[config.mk]
export PLATFORM = sky130hd
export DESIGN_NAME = trade_history_buffer
export DESIGN_NICKNAME = d
export VERILOG_FILES = /design/src/rtl/trade_history_buffer.sv
export SDC_FILE = /design/constraint.sdc
export NUM_CORES = 1
export LEC_CHECK = 0
export CORE_ASPECT_RATIO = 0.75
export CORE_UTILIZATION = 60
export CTS_CLUSTER_DIAMETER = 60
export DETAILED_ROUTE_END_ITERATION = 8
export GPL_TIMING_DRIVEN = 1
export HOLD_SLACK_MARGIN = 0.03
export PLACE_DENSITY = 0.81
export SLEW_MARGIN = 20
export SYNTH_ARGS = -nofsm -noshare
export SYNTH_HDL_FRONTEND = slang
export SYNTH_SLANG_ARGS = --single-unit
[constraint.sdc]
create_clock -name clk -period 7.5 [get_ports clk]
set_input_delay 1.5 -clock clk [delete_from_list [all_inputs] [get_ports clk]]
set_output_delay 1.5 -clock clk [all_outputs]
set_load 0.01 [all_outputs]
[src/rtl/trade_history_buffer.sv]
// Circular trade-price history with oldest-first indexed read and a background min/max rescan.
// Read latency 1 cycle; min/max update atomically up to DEPTH+2 cycles after a write. Optional TRADE_HIST_FREEZE_EN adds a freeze input.
module trade_history_buffer #(
    parameter int DATA_W = 8,
    parameter int DEPTH  = 64,
    parameter int ADDR_W = 6
) (
    input  logic              clk,
    input  logic              reset,
    input  logic              match_signal,
    input  logic [DATA_W-1:0] trade_price,
`ifdef TRADE_HIST_FREEZE_EN
    input  logic              freeze,
`endif
    input  logic [ADDR_W-1:0] rd_idx,
    output logic [DATA_W-1:0] rd_data,
    output logic              rd_valid,
    output logic [ADDR_W:0]   count,
    output logic              wrapped,
    output logic [DATA_W-1:0] min_price,
    output logic [DATA_W-1:0] max_price,
    output logic              scan_busy
);

    typedef enum logic [1:0] {
        S_IDLE,
        S_SCAN,
        S_DONE
    } scan_state_t;

    logic [DATA_W-1:0] mem [DEPTH];

    logic [ADDR_W-1:0] wr_ptr_q, wr_ptr_d;
    logic [ADDR_W:0]   count_q, count_d;
    logic              wrapped_q, wrapped_d;
    logic              match_q;
    logic [DATA_W-1:0] rd_data_q, rd_data_d;
    logic              rd_valid_q, rd_valid_d;

    scan_state_t       state_q, state_d;
    logic [ADDR_W-1:0] s_idx_q, s_idx_d;
    logic [DATA_W-1:0] s_min_q, s_min_d;
    logic [DATA_W-1:0] s_max_q, s_max_d;
    logic [DATA_W-1:0] min_q, min_d;
    logic [DATA_W-1:0] max_q, max_d;

    logic              match_rise;
    logic              wr_en;
    logic              full;
    logic [ADDR_W-1:0] base;
    logic [ADDR_W-1:0] rd_phys;
    logic [ADDR_W-1:0] scan_phys;
    logic [DATA_W-1:0] scan_val;
    logic              scan_last;

    assign match_rise = match_signal & ~match_q;
`ifdef TRADE_HIST_FREEZE_EN
    assign wr_en = match_rise & ~freeze;
`else
    assign wr_en = match_rise;
`endif

    // Oldest valid entry sits count slots behind the write pointer; a full buffer wraps to wr_ptr itself.
    assign full      = (count_q == (ADDR_W+1)'(DEPTH));
    assign base      = wr_ptr_q - count_q[ADDR_W-1:0];
    assign rd_phys   = base + rd_idx;
    assign scan_phys = base + s_idx_q;
    assign scan_val  = mem[scan_phys];
    assign scan_last = ({1'b0, s_idx_q} == (count_q - 1'b1));

    always_ff @(posedge clk) begin
        if (wr_en) begin
            mem[wr_ptr_q] <= trade_price;
        end
    end

    always_comb begin
        wr_ptr_d   = wr_ptr_q;
        count_d    = count_q;
        wrapped_d  = wrapped_q;
        rd_valid_d = ({1'b0, rd_idx} < count_q);
        rd_data_d  = rd_valid_d ? mem[rd_phys] : '0;
        if (wr_en) begin
            wr_ptr_d = wr_ptr_q + 1'b1;
            if (full) begin
                wrapped_d = 1'b1;
            end else begin
                count_d = count_q + 1'b1;
            end
        end
    end

    always_ff @(posedge clk or posedge reset) begin
        if (reset) begin
            wr_ptr_q   <= '0;
            count_q    <= '0;
            wrapped_q  <= 1'b0;
            match_q    <= 1'b0;
            rd_data_q  <= '0;
            rd_valid_q <= 1'b0;
        end else begin
            wr_ptr_q   <= wr_ptr_d;
            count_q    <= count_d;
            wrapped_q  <= wrapped_d;
            match_q    <= match_signal;
            rd_data_q  <= rd_data_d;
            rd_valid_q <= rd_valid_d;
        end
    end

    // A write anywhere restarts the scan so the published window always matches a single count.
    always_comb begin
        state_d = state_q;
        s_idx_d = s_idx_q;
        s_min_d = s_min_q;
        s_max_d = s_max_q;
        min_d   = min_q;
        max_d   = max_q;
        case (state_q)
            S_IDLE: begin
                if (wr_en) begin
                    state_d = S_SCAN;
                    s_idx_d = '0;
                    s_min_d = '1;
                    s_max_d = '0;
                end
            end
            S_SCAN: begin
                if (wr_en) begin
                    s_idx_d = '0;
                    s_min_d = '1;
                    s_max_d = '0;
                end else begin
                    if (scan_val < s_min_q) s_min_d = scan_val;
                    if (scan_val > s_max_q) s_max_d = scan_val;
                    if (scan_last) begin
                        state_d = S_DONE;
                    end else begin
                        s_idx_d = s_idx_q + 1'b1;
                    end
                end
            end
            S_DONE: begin
                min_d = s_min_q;
                max_d = s_max_q;
                if (wr_en) begin
                    state_d = S_SCAN;
                    s_idx_d = '0;
                    s_min_d = '1;
                    s_max_d = '0;
                end else begin
                    state_d = S_IDLE;
                end
            end
            default: begin
                state_d = S_IDLE;
            end
        endcase
    end

    always_ff @(posedge clk or posedge reset) begin
        if (reset) begin
            state_q <= S_IDLE;
            s_idx_q <= '0;
            s_min_q <= '1;
            s_max_q <= '0;
            min_q   <= '0;
            max_q   <= '0;
        end else begin
            state_q <= state_d;
            s_idx_q <= s_idx_d;
            s_min_q <= s_min_d;
            s_max_q <= s_max_d;
            min_q   <= min_d;
            max_q   <= max_d;
        end
    end

    assign rd_data   = rd_data_q;
    assign rd_valid  = rd_valid_q;
    assign count     = count_q;
    assign wrapped   = wrapped_q;
    assign min_price = min_q;
    assign max_price = max_q;
    assign scan_busy = (state_q != S_IDLE);

endmodule

==> results of run 1 <==
-- sequential cells by signal, summed over array words and instances, names as in the netlist --
name / count
match_q: 1
rd_data: 8
mem: 512
rd_valid: 1
wr_ptr_q: 6
count: 7
min_price: 8
state_q: 2
max_price: 8
s_idx_q: 6
s_max_q: 8
s_min_q: 8
wrapped: 1
-- stage by stage --
step	setup slack, ns	hold slack (ns)	area [um2]	instances
final	1.04	0.458	31000	2196
after global routing	0.791	0.490	31000	2195
after CTS	1.10	0.458	31000	2195
after detailed placement	1.19	0.445	29100	2093
after global placement	1.28	0.440	29100	2093
after floorplan	1.90	0.480	27900	1509
-- worst reg2reg max path: stages (launching register included) --
cell and delay (ns):
dfrtp_1 0.54, inv_1 0.20, ha_1 0.26, fa_1 0.53, inv_1 0.10, fa_4 1.12, buf_12 0.35, buf_4 0.29
mux4_2 0.36, mux2i_1 0.21, mux2i_1 0.17, mux4_2 0.66, ha_1 0.37, a21oi_1 0.13, o21ai_0 0.08, nor4b_1 0.32
o21ai_0 0.14, a31o_2 0.30, a22oi_1 0.24
-- cells by family (layout without fill, tap and decap cells) --
group                    after synthesis  after routing  synth area share, %
other                                  0              1                    0
buffers and inverters                138            229                 2.41
multiplexers                         393            393                 27.5
adder cells (fa/ha/maj)               42             42                 1.96
flip-flops                           576            576                 60.9
XOR/XNOR                              26             26                0.870
AO/OA/AOI/OAI                        116            116                 2.70
AND/OR/NAND/NOR                      218            218                 3.66
-- Yosys cell counts, types with 18 or more instances --
library cell  count
nand2_1          43
buf_2            27
ha_1             39
xnor2_1          20
edfxtp_1        512
mux4_2          299
inv_1            37
o21ai_0          33
nor2_1           90
mux2i_1          93
nand3_1          18
clkbuf_1         45
dfrtp_1          56
-- cell type report --
type                    instances  area share, %
diodes                          1        0.00806
clock buffers                  68           4.68
clock inverters                34           1.42
inverters                      37          0.448
multi-input cells             795           33.5
flip-flops and latches        576           54.7
well taps                     595           2.40
repair buffers                 90           2.81
-- routing by layer --
| layer | wire length, um | track usage (%) |
|---|---|---|
| met3 | 9940 | 8.37 |
| met2 | 33500 | 47.0 |
| met4 | 2480 | 10.6 |
| met5 | 12 | 0 |
| met1 | 26900 | 45.8 |
-- path summary, 6_finish.rpt --
path,startpoint,endpoint,slack [ns],cells past startpoint
worst min-delay path,wrapped,wrapped,0.46,1
min in group asynchronous,reset,rd_data[3],1.49,3
worst min register to register,wrapped,wrapped,0.46,1
worst max-delay path,wr_ptr_q[0],s_min_q[7],1.04,18
max in group asynchronous,reset,rd_data[2],5.41,3
worst max register to register,wr_ptr_q[0],s_min_q[7],1.04,18
==> results, run 1 <==
- Global routing used 31.5% of the available tracks across all layers.
- The number of post-CTS setup repair buffers is 0.
- Summing all multi-input logic gate instances after layout gives 10400 um2.
- The critical path class is reg -> reg.
- The critical path goes through inv_1 > ha_1 > fa_1 > inv_1 > fa_4 > buf_12 > buf_4 > mux4_2 > mux2i_1 > mux2i_1 > mux4_2 > ha_1 > a21oi_1 > o21ai_0 > nor4b_1 > o21ai_0 > a31o_2 > a22oi_1.
- Buffers inserted during clock tree synthesis total 54.
- The startpoint type of the worst setup path is a flop.
- The slowest stage of the critical path is the fa_4 cell.
- In the final design database the tool counted 1613 nets.
- The cell area that synthesis handed to floorplanning was 27900 um2.
- From synthesis to final layout, the design area changed by 11.2%.
- The number of I/O port buffers is 50.
- The row count is 68.
- For this run, the slowest stage of the critical path takes 1.12 ns.
- The clock edge transition at the registers on the reported setup and hold paths is 0.06 ns.
- The largest net degree at the start of global routing is 65.
- The congestion estimate from routability-driven global placement came to 0.862.
- The tree is rooted in a clkbuf_16.
- The top-level port count is 51.
- The arrival time reported for the critical path endpoint is 6.97 ns.
- The setup skew after layout is 0.0402 ns.
- After detailed routing, the average wire length per cell comes to 33.2 um.
- Grouping stages by cell kind, the critical path spends the most delay in adder cells.
- In the synthesized netlist the async set-or-reset flop fraction comes to 11.1%.
- The flow ran to the end, and the final reports show no timing, DRC or antenna violations.
- The TritonCTS clock tree is built.
- The number of endpoints failing setup at the final stage is 0.
- The critical path contains buffers and inverters numbering 4 combined.
- In the synthesized netlist the dominant register cell turns out to be edfxtp_1.
- The type of the worst min-delay path is reg -> reg.
- The half-perimeter wire length after placement is 46000 um.
- For this run, design rule violations remaining after detail routing come to 0.
- Once detail routing completed, the nets flagged for antenna violations numbered 0.
- The gate count after technology mapping is 1509.
- The clock sink count is 576.
- The average cell area after synthesis is 18.5 um2.
- The first-pass GRT wire length is 107000 um.
- The via total after detailed routing is 16.2k.
- The hold-fix buffer count after cts is 0.
- Subtracting the final worst setup slack from the clock period gives 6.46 ns.
- Counting the fill cells in the layout gives 2854.
- The post-cts resize count is 0.
- The post-synthesis cell type with the largest combined area is edfxtp_1.
- Yosys printed 0 warnings.
- The number of hold violations in the final report is 0.
- The via count of the first global-routing pass was 16.1k.
- The number of flops mapped to enable cells by yosys is 512.
- The total negative slack for setup checks is 0 ns.
- Global routing finished with a remaining overflow of 0.
- The clock tree buffer depth is 3.
- The later pin in the worst-skew pair is clocked with a latency of 0.63 ns.
- The post-route clock period utilization is 86.1%.
- The final design utilization is 67.5%.
- The floorplan die width is 251 um.
- For this block, the initial DRC count from the detailed router was 2405.
- Setup repair after global routing left no endpoint under its margin.
- The critical-path maximum fanout is 35.
- Once the floorplan was initialized, standard cells occupied 60.7% of the core.
- The sequential cells in the finished layout cover a total of 17000 um2.
- The core footprint is 45900 um2.
- The length of the first detailed-routing pass in iterations is 6.
- The top cell types in the final layout, fill and taps aside, are edfxtp_1, mux4_2, mux2i_1, nor2_1, dfrtp_1.
- Leaving out fill and tap cells, the most frequent cell in the layout is edfxtp_1.
- Synthesis instantiated 58 different standard cells from the library.
- The max-slew violation total from the final report came to 0.
- The number of max-capacitance violations reported is 0.
- For this run, the register share of the synthesized area comes to 60.9%.
- The total wire length is 72900 um.
- Based on the critical path, the design can be clocked at up to 155 MHz.
- The slew of the pin with the lowest slew margin is 1.19 ns.
- The required time of the critical path is 8.01 ns.
- Headroom to the max-slew limit came out at 20.6%.
- The die outline area is 47400 um2.
- The type of element capturing the critical path is a flop.
- The H-tree generated during clock tree synthesis spans 2 levels.
- In the final layout, the share of cells above drive strength 1 is 30.2%.
- Yosys attributes the largest share of cell area to edfxtp_1, mux4_2, dfrtp_1, mux2i_1, ha_1.
- The number of antenna violations at the first check in global routing is 2.
- The number of register bits inferred by synthesis is 576.
- The die span in y is 189 um.
- The share of the synthesized area in the top cell type is 55.1%.
- The vias per cell is 7.38.
- When the netlist entered floorplanning its net count stood at 1568.
Power of run 1 is not shown: default switching activity piles up to over one toggle a cycle in this logic, so the estimate is an artifact.
==> run 2, diff against run 1 <==
Settings changed: CORE_ASPECT_RATIO 0.75 to 1.5.
==> results, run 2 (same netlist as run 1, synthesis figures left out) <==
- The floorplan has 96 rows.
- The startpoint type of the worst setup path is a flop.
- By startpoint and endpoint, the worst setup path is classified as reg -> reg.
- The hold-fix buffer count after cts is 0.
- In this run the count of I/O pins placed on the die edge is 51.
- The via total after detailed routing is 16.0k.
- The number of cells traversed by the worst hold path is 1.
- The length of the first detailed-routing pass in iterations is 5.
- The number of max-capacitance violations reported is 0.
- The tree is rooted in a clkbuf_16.
- The H-tree depth reported by CTS is 2.
- The critical path goes through inv_1 > ha_1 > fa_1 > inv_1 > fa_4 > buf_12 > mux4_2 > mux2i_1 > mux2i_1 > mux4_2 > ha_1 > and3_1 > a221o_1 > a21oi_1 > o21ai_0 > o211a_1 > o21a_1 > nand2_1 > o22ai_1.
- The register bank with the most flops is mem.
- The clock edge transition at the registers on the reported setup and hold paths is 0.07 ns.
- The worst max-slew margin expressed relative to the limit is 20.6%.
- The number of endpoints failing setup at the final stage is 0.
- The final net count is 1600.
- The setup skew after layout is 0.0220 ns.
- For this block, the routed nets add up to 72500 um of wire.
- For this design, the slowest cell found on the critical path is fa_4.
- The length in cells of the worst reg-to-reg path is 19.
- The post-cts resize count is 0.
- The initial core utilization is 61.0%.
- At the later pin of the worst-skew pair, clock insertion delay measures 0.59 ns.
- The flow ran to the end, and the final reports show no timing, DRC or antenna violations.
- The most common library cell in the layout ignoring fill and taps is edfxtp_1.
- Counting I/O delays and the setup requirement, the final critical path takes 6.50 ns.
- After floorplanning, the core was sized to cover 45800 um2.
- The number of DRC violations after detailed routing is 0.
- After the first detailed-routing iteration, the DRC count stood at 2206.
- Measured along the x axis, the die boundary spans 178 um.
- For the worst setup path, the data arrival time is 6.91 ns.
- The slew of the pin with the lowest slew margin is 1.19 ns.
- The first-pass GRT wire length is 106000 um.
- After global routing the overflow that remains totals 0.
- The number of hold violations in the final report is 0.
- The combined global-route utilization of all metal layers is 31.7%.
- The required time of the critical path is 7.91 ns.
- The final routed wire length divided by cell count is 33.4 um.
- In this run the tool buffered the top-level ports with 50 buffer cells.
- The clock tree buffer depth is 3.
- The die covers 47400 um2.
- The die span in y is 266 um.
- The via count of the first global-routing pass is 16.3k.
- The post-route clock period utilization is 86.6%.
- After routing, the total negative slack on setup checks comes to 0 ns.
- The type of the worst min-delay path is reg -> reg.
- The share of cells above drive strength 1 is 28.8%.
- Setup repair after global routing left no endpoint under its margin.
- The maximum frequency from static timing analysis is 154 MHz.
- Along the worst path, the maximum fanout reaches 64.
- The number of post-CTS setup repair buffers is 0.
- The TritonCTS clock tree is built.
- In this run the remaining antenna-violating nets after routing total 0.
- Detailed placement ended at an HPWL of 46500 um.
- At the end of routability-driven placement, the weighted congestion stood at 0.979.
- In the routed layout, each cell is associated on average with a via count of 7.37.
- In the layout the commonest cells are edfxtp_1, mux4_2, mux2i_1, nor2_1, dfrtp_1.
- The max-slew violation total from the final report is 0.
- The filler cells instantiated in the layout total 2848.
- The number of antenna violations at the first check in global routing is 1.
- The largest net degree at the start of global routing is 65.
- The maximum cell stage delay along the critical path is 1.16 ns.
- Compared with the post-synthesis result, the final layout area differs by 10.1%.
- The clock net in this run drives a total of 576 sinks.
- The type of element capturing the critical path is a flop.
- The number of diodes is 0.
- The number of clock buffers added by TritonCTS is 50.
- The register with the most flip-flops in the layout has 512 of them.
## run 2: final timing paths
path | start | endpoint | slack [ns]
worst min-delay path | wrapped | wrapped | 0.48
worst min register to register | wrapped | wrapped | 0.48
min in group asynchronous | reset | s_idx_q[4] | 1.19
worst max register to register | wr_ptr_q[0] | s_max_q[6] | 1.00
max in group asynchronous | reset | max_price[1] | 5.33
worst max-delay path | wr_ptr_q[0] | s_max_q[6] | 1.00
## run 2: metrics by stage
step	instance area, um2	hold slack, ns	utilization [%]	std cells	setup slack (ns)
after floorplan	27900	0.480	-	1509	1.90
after global placement	29000	0.445	63.4	2077	1.23
after detailed placement	29000	0.461	63.4	2077	1.17
after CTS	30700	0.481	67.1	2170	1.11
after global routing	30700	0.512	67.1	2170	0.784
final	30700	0.480	67.1	2170	1.00
## run 2: layer usage
layer | GRT usage, % | wire (um)
met4 | 19.7 | 5330
met5 | 0 | 16
met2 | 52.8 | 36400
met3 | 5.27 | 6940
met1 | 38.6 | 23800
## run 2: final cells by class
type | instances | area [um2] | share of cell area (%)
clock inverter | 27 | 330 | 1.08
sequential | 576 | 17000 | 55.3
multi-input combinational | 795 | 10400 | 33.7
clock buffer | 66 | 1350 | 4.40
timing repair buffer | 81 | 806 | 2.62
inverter | 37 | 139 | 0.452
tap | 588 | 736 | 2.40
## run 2: critical path: cells and delay by family (launching register included)
kind | cells | cell delay [ns]
flops | 1 | 0.54
buf+inv | 3 | 0.71
fa+ha+maj | 4 | 2.24
simple gates | 2 | 0.31
mux | 4 | 1.32
compound gates | 6 | 1.15
Power of run 2 is left out for the same reason.
==> run 3, diff against run 2 <==
--- a/config.mk
+++ b/config.mk
@@ -8,2 +8,3 @@
 export CORE_ASPECT_RATIO = 1.5
+export CORE_MARGIN = 4
 export CORE_UTILIZATION = 60
==> constraint.sdc (replaced) <==
create_clock -name clk -period 7.5 [get_ports clk]
set_input_delay 1.125 -clock clk [delete_from_list [all_inputs] [get_ports clk]]
set_output_delay 1.125 -clock clk [all_outputs]
set_load 0.01 [all_outputs]
==> results, run 3 (same netlist as run 1, synthesis figures left out) <==
- The run finished with clean final reports.
- Once the floorplan was initialized, standard cells occupied 60.8% of the core.
- The type of element capturing the critical path is a flop.
- In this run the clock root is driven by a clkbuf_16.
- The critical path class is reg -> reg.
- For this run, design rule violations remaining after detail routing come to 0.
- The row count is 96.
- The first routing iteration left 2364 violations.
- The floorplan step defined a die boundary enclosing 50100 um2.
- Once detail routing completed, the nets flagged for antenna violations numbered 0.
- The floorplan die width is 184 um.
- Buffers placed on the I/O ports in this run total 50.
- The number of hold violations in the final report is 0.
- The post-route clock period utilization is 86.9%.
- The die span in y is 272 um.
- The core footprint is 45900 um2.
- More flip-flops sit in one register than any other, and that register is mem.
- The number of antenna violations at the first check in global routing is 1.
- The clock tree buffer depth is 3.
- The total overflow reported by the global router is 0.
- The final period demand of the worst path is 6.52 ns.
- Leaving out fill and tap cells, the most frequent cells in the layout are edfxtp_1, mux4_2, mux2i_1, nor2_1, dfrtp_1.
- The critical-path maximum fanout is 43.
- Headroom to the max-slew limit came out at 18.6%.
- The startpoint type of the worst setup path is a flop.
- The half-perimeter wire length after placement is 47500 um.
- The share of cells above drive strength 1 is 28.2%.
- For this run, the slowest stage of the critical path takes 1.24 ns.
- The register with the most flip-flops in the layout has 512 of them.
- The largest net degree at the start of global routing is 83.
- In this run, post-CTS repair resized a total of 0 instances.
- The cell with the biggest individual delay on the critical path is fa_4.
- In the detailed route, the total length drawn on met3 is 7080 um.
- The highest routed metal layer is met5.
- The required time of the critical path is 8.01 ns.
- The number of antenna diodes in the final layout is 0.
- Measured on the finished design, the core utilization comes to 66.9%.
- The total negative slack for setup checks is 0 ns.
- The via total after detailed routing is 16.2k.
- Static timing analysis puts the maximum clock frequency at 153 MHz.
- After detailed routing, the average wire length per cell comes to 34.4 um.
- The final layout contains routed wiring with a total length of 74700 um.
- The top-level port count is 51.
- For the final database, setup skew stands at 0.0349 ns.
- The type of the worst min-delay path is reg -> reg.
- The tree built by TritonCTS fans out to 576 sinks.
- TritonCTS built the clock tree.
- Traced cell by cell, the critical path runs through inv_1 > ha_1 > fa_1 > inv_1 > fa_4 > buf_12 > buf_4 > mux4_2 > mux2i_1 > mux2i_1 > mux4_2 > ha_1 > nand4_1 > nor2_1 > nor4b_1 > o21ai_0 > a31o_2 > a22oi_1.
- Hold repair after CTS inserted 0 buffers.
- The length of the first detailed-routing pass in iterations is 5.
- The number of inserted filler cells in the final layout is 2834.
- The number of buffers created by CTS is 51.
- After clock tree synthesis, the clock-pin slew on the worst setup and hold paths is 0.07 ns.
- The arrival time reported for the critical path endpoint is 7.03 ns.
- For this block, wires on met1 add up to 23900 um.
- At the end of routability-driven placement, the weighted congestion stood at 0.962.
- The first-pass GRT wire length is 110000 um.
- The number of post-CTS setup repair buffers is 0.
- The layout overhead on the synthesized area is 10.0%.
- The number of max-capacitance violations reported is 0.
- The H-tree depth reported by CTS is 2.
- At the later pin of the worst-skew pair, clock insertion delay measures 0.61 ns.
- The most common library cell in the layout ignoring fill and taps is edfxtp_1.
- Dividing the detail-routed via count by the number of cells gives 7.46.
- At the pin with the least slew margin, the transition time is 1.22 ns.
- The detailed-routed wire length on met2 is 38000 um.
- The via count of the first global-routing pass came to 16.7k.
- The number of endpoints failing setup at the final stage is 0.
- Setup repair after global routing left no endpoint under its margin.
- The final net count is 1601.
- The combined global-route utilization of all metal layers is 30.1%.
- The max-slew violation total from the final report is 0.
[run 3: cell count changes in the layout (fill, tap and decap cells not counted), sizes merged]
cell and delta:
clkinvlp -3, clkbuf -6, bufinv +2, clkinv +7
[run 3: final cells by class]
class	count	area (um2)	area share, %
inverters	37	139	0.452
flip-flops and latches	576	17000	55.3
clock buffers	60	1340	4.37
multi-input cells	795	10300	33.7
well taps	588	736	2.40
repair buffers	81	781	2.54
clock inverters	33	382	1.24
[run 3: worst max-delay path: cells and delay by family (launching register included)]
family	cells	cell delay (ns)
multiplexers	4	1.39
AO/OA/AOI/OAI	3	0.64
flip-flops	1	0.51
AND/OR/NAND/NOR	3	0.56
adder cells (fa/ha/maj)	4	2.33
buffers and inverters	4	0.89
[run 3: layer usage]
| layer | vias to the layer above | track usage (%) |
|---|---|---|
| li1 | 6322 | - |
| met1 | 8321 | 36.9 |
| met2 | 1258 | 50.5 |
| met3 | 278 | 4.94 |
| met4 | 2 | 18.0 |
| met5 | - | 0 |
[run 3: path summary, 6_finish.rpt]
path,startpoint,slack (ns),cells past startpoint,end
max reg2reg,wr_ptr_q[0],0.98,18,s_min_q[3]
min reg2reg,wrapped,0.48,1,wrapped
max in group asynchronous,reset,5.77,3,min_price[6]
min in group asynchronous,reset,0.77,2,count[1]
max,wr_ptr_q[0],0.98,18,s_min_q[3]
min,wrapped,0.48,1,wrapped
[run 3: through the flow]
| step | setup slack (ns) | hold WS (ns) | instances | instance area, um2 |
|---|---|---|---|---|
| floorplan | 1.90 | 0.480 | 1509 | 27900 |
| global placement | 1.24 | 0.447 | 2077 | 29000 |
| detailed placement | 1.14 | 0.455 | 2077 | 29000 |
| CTS | 1.10 | 0.479 | 2170 | 30700 |
| global route | 0.697 | 0.503 | 2170 | 30700 |
| finish | 0.982 | 0.475 | 2170 | 30700 |
Power of run 3 is left out for the same reason.
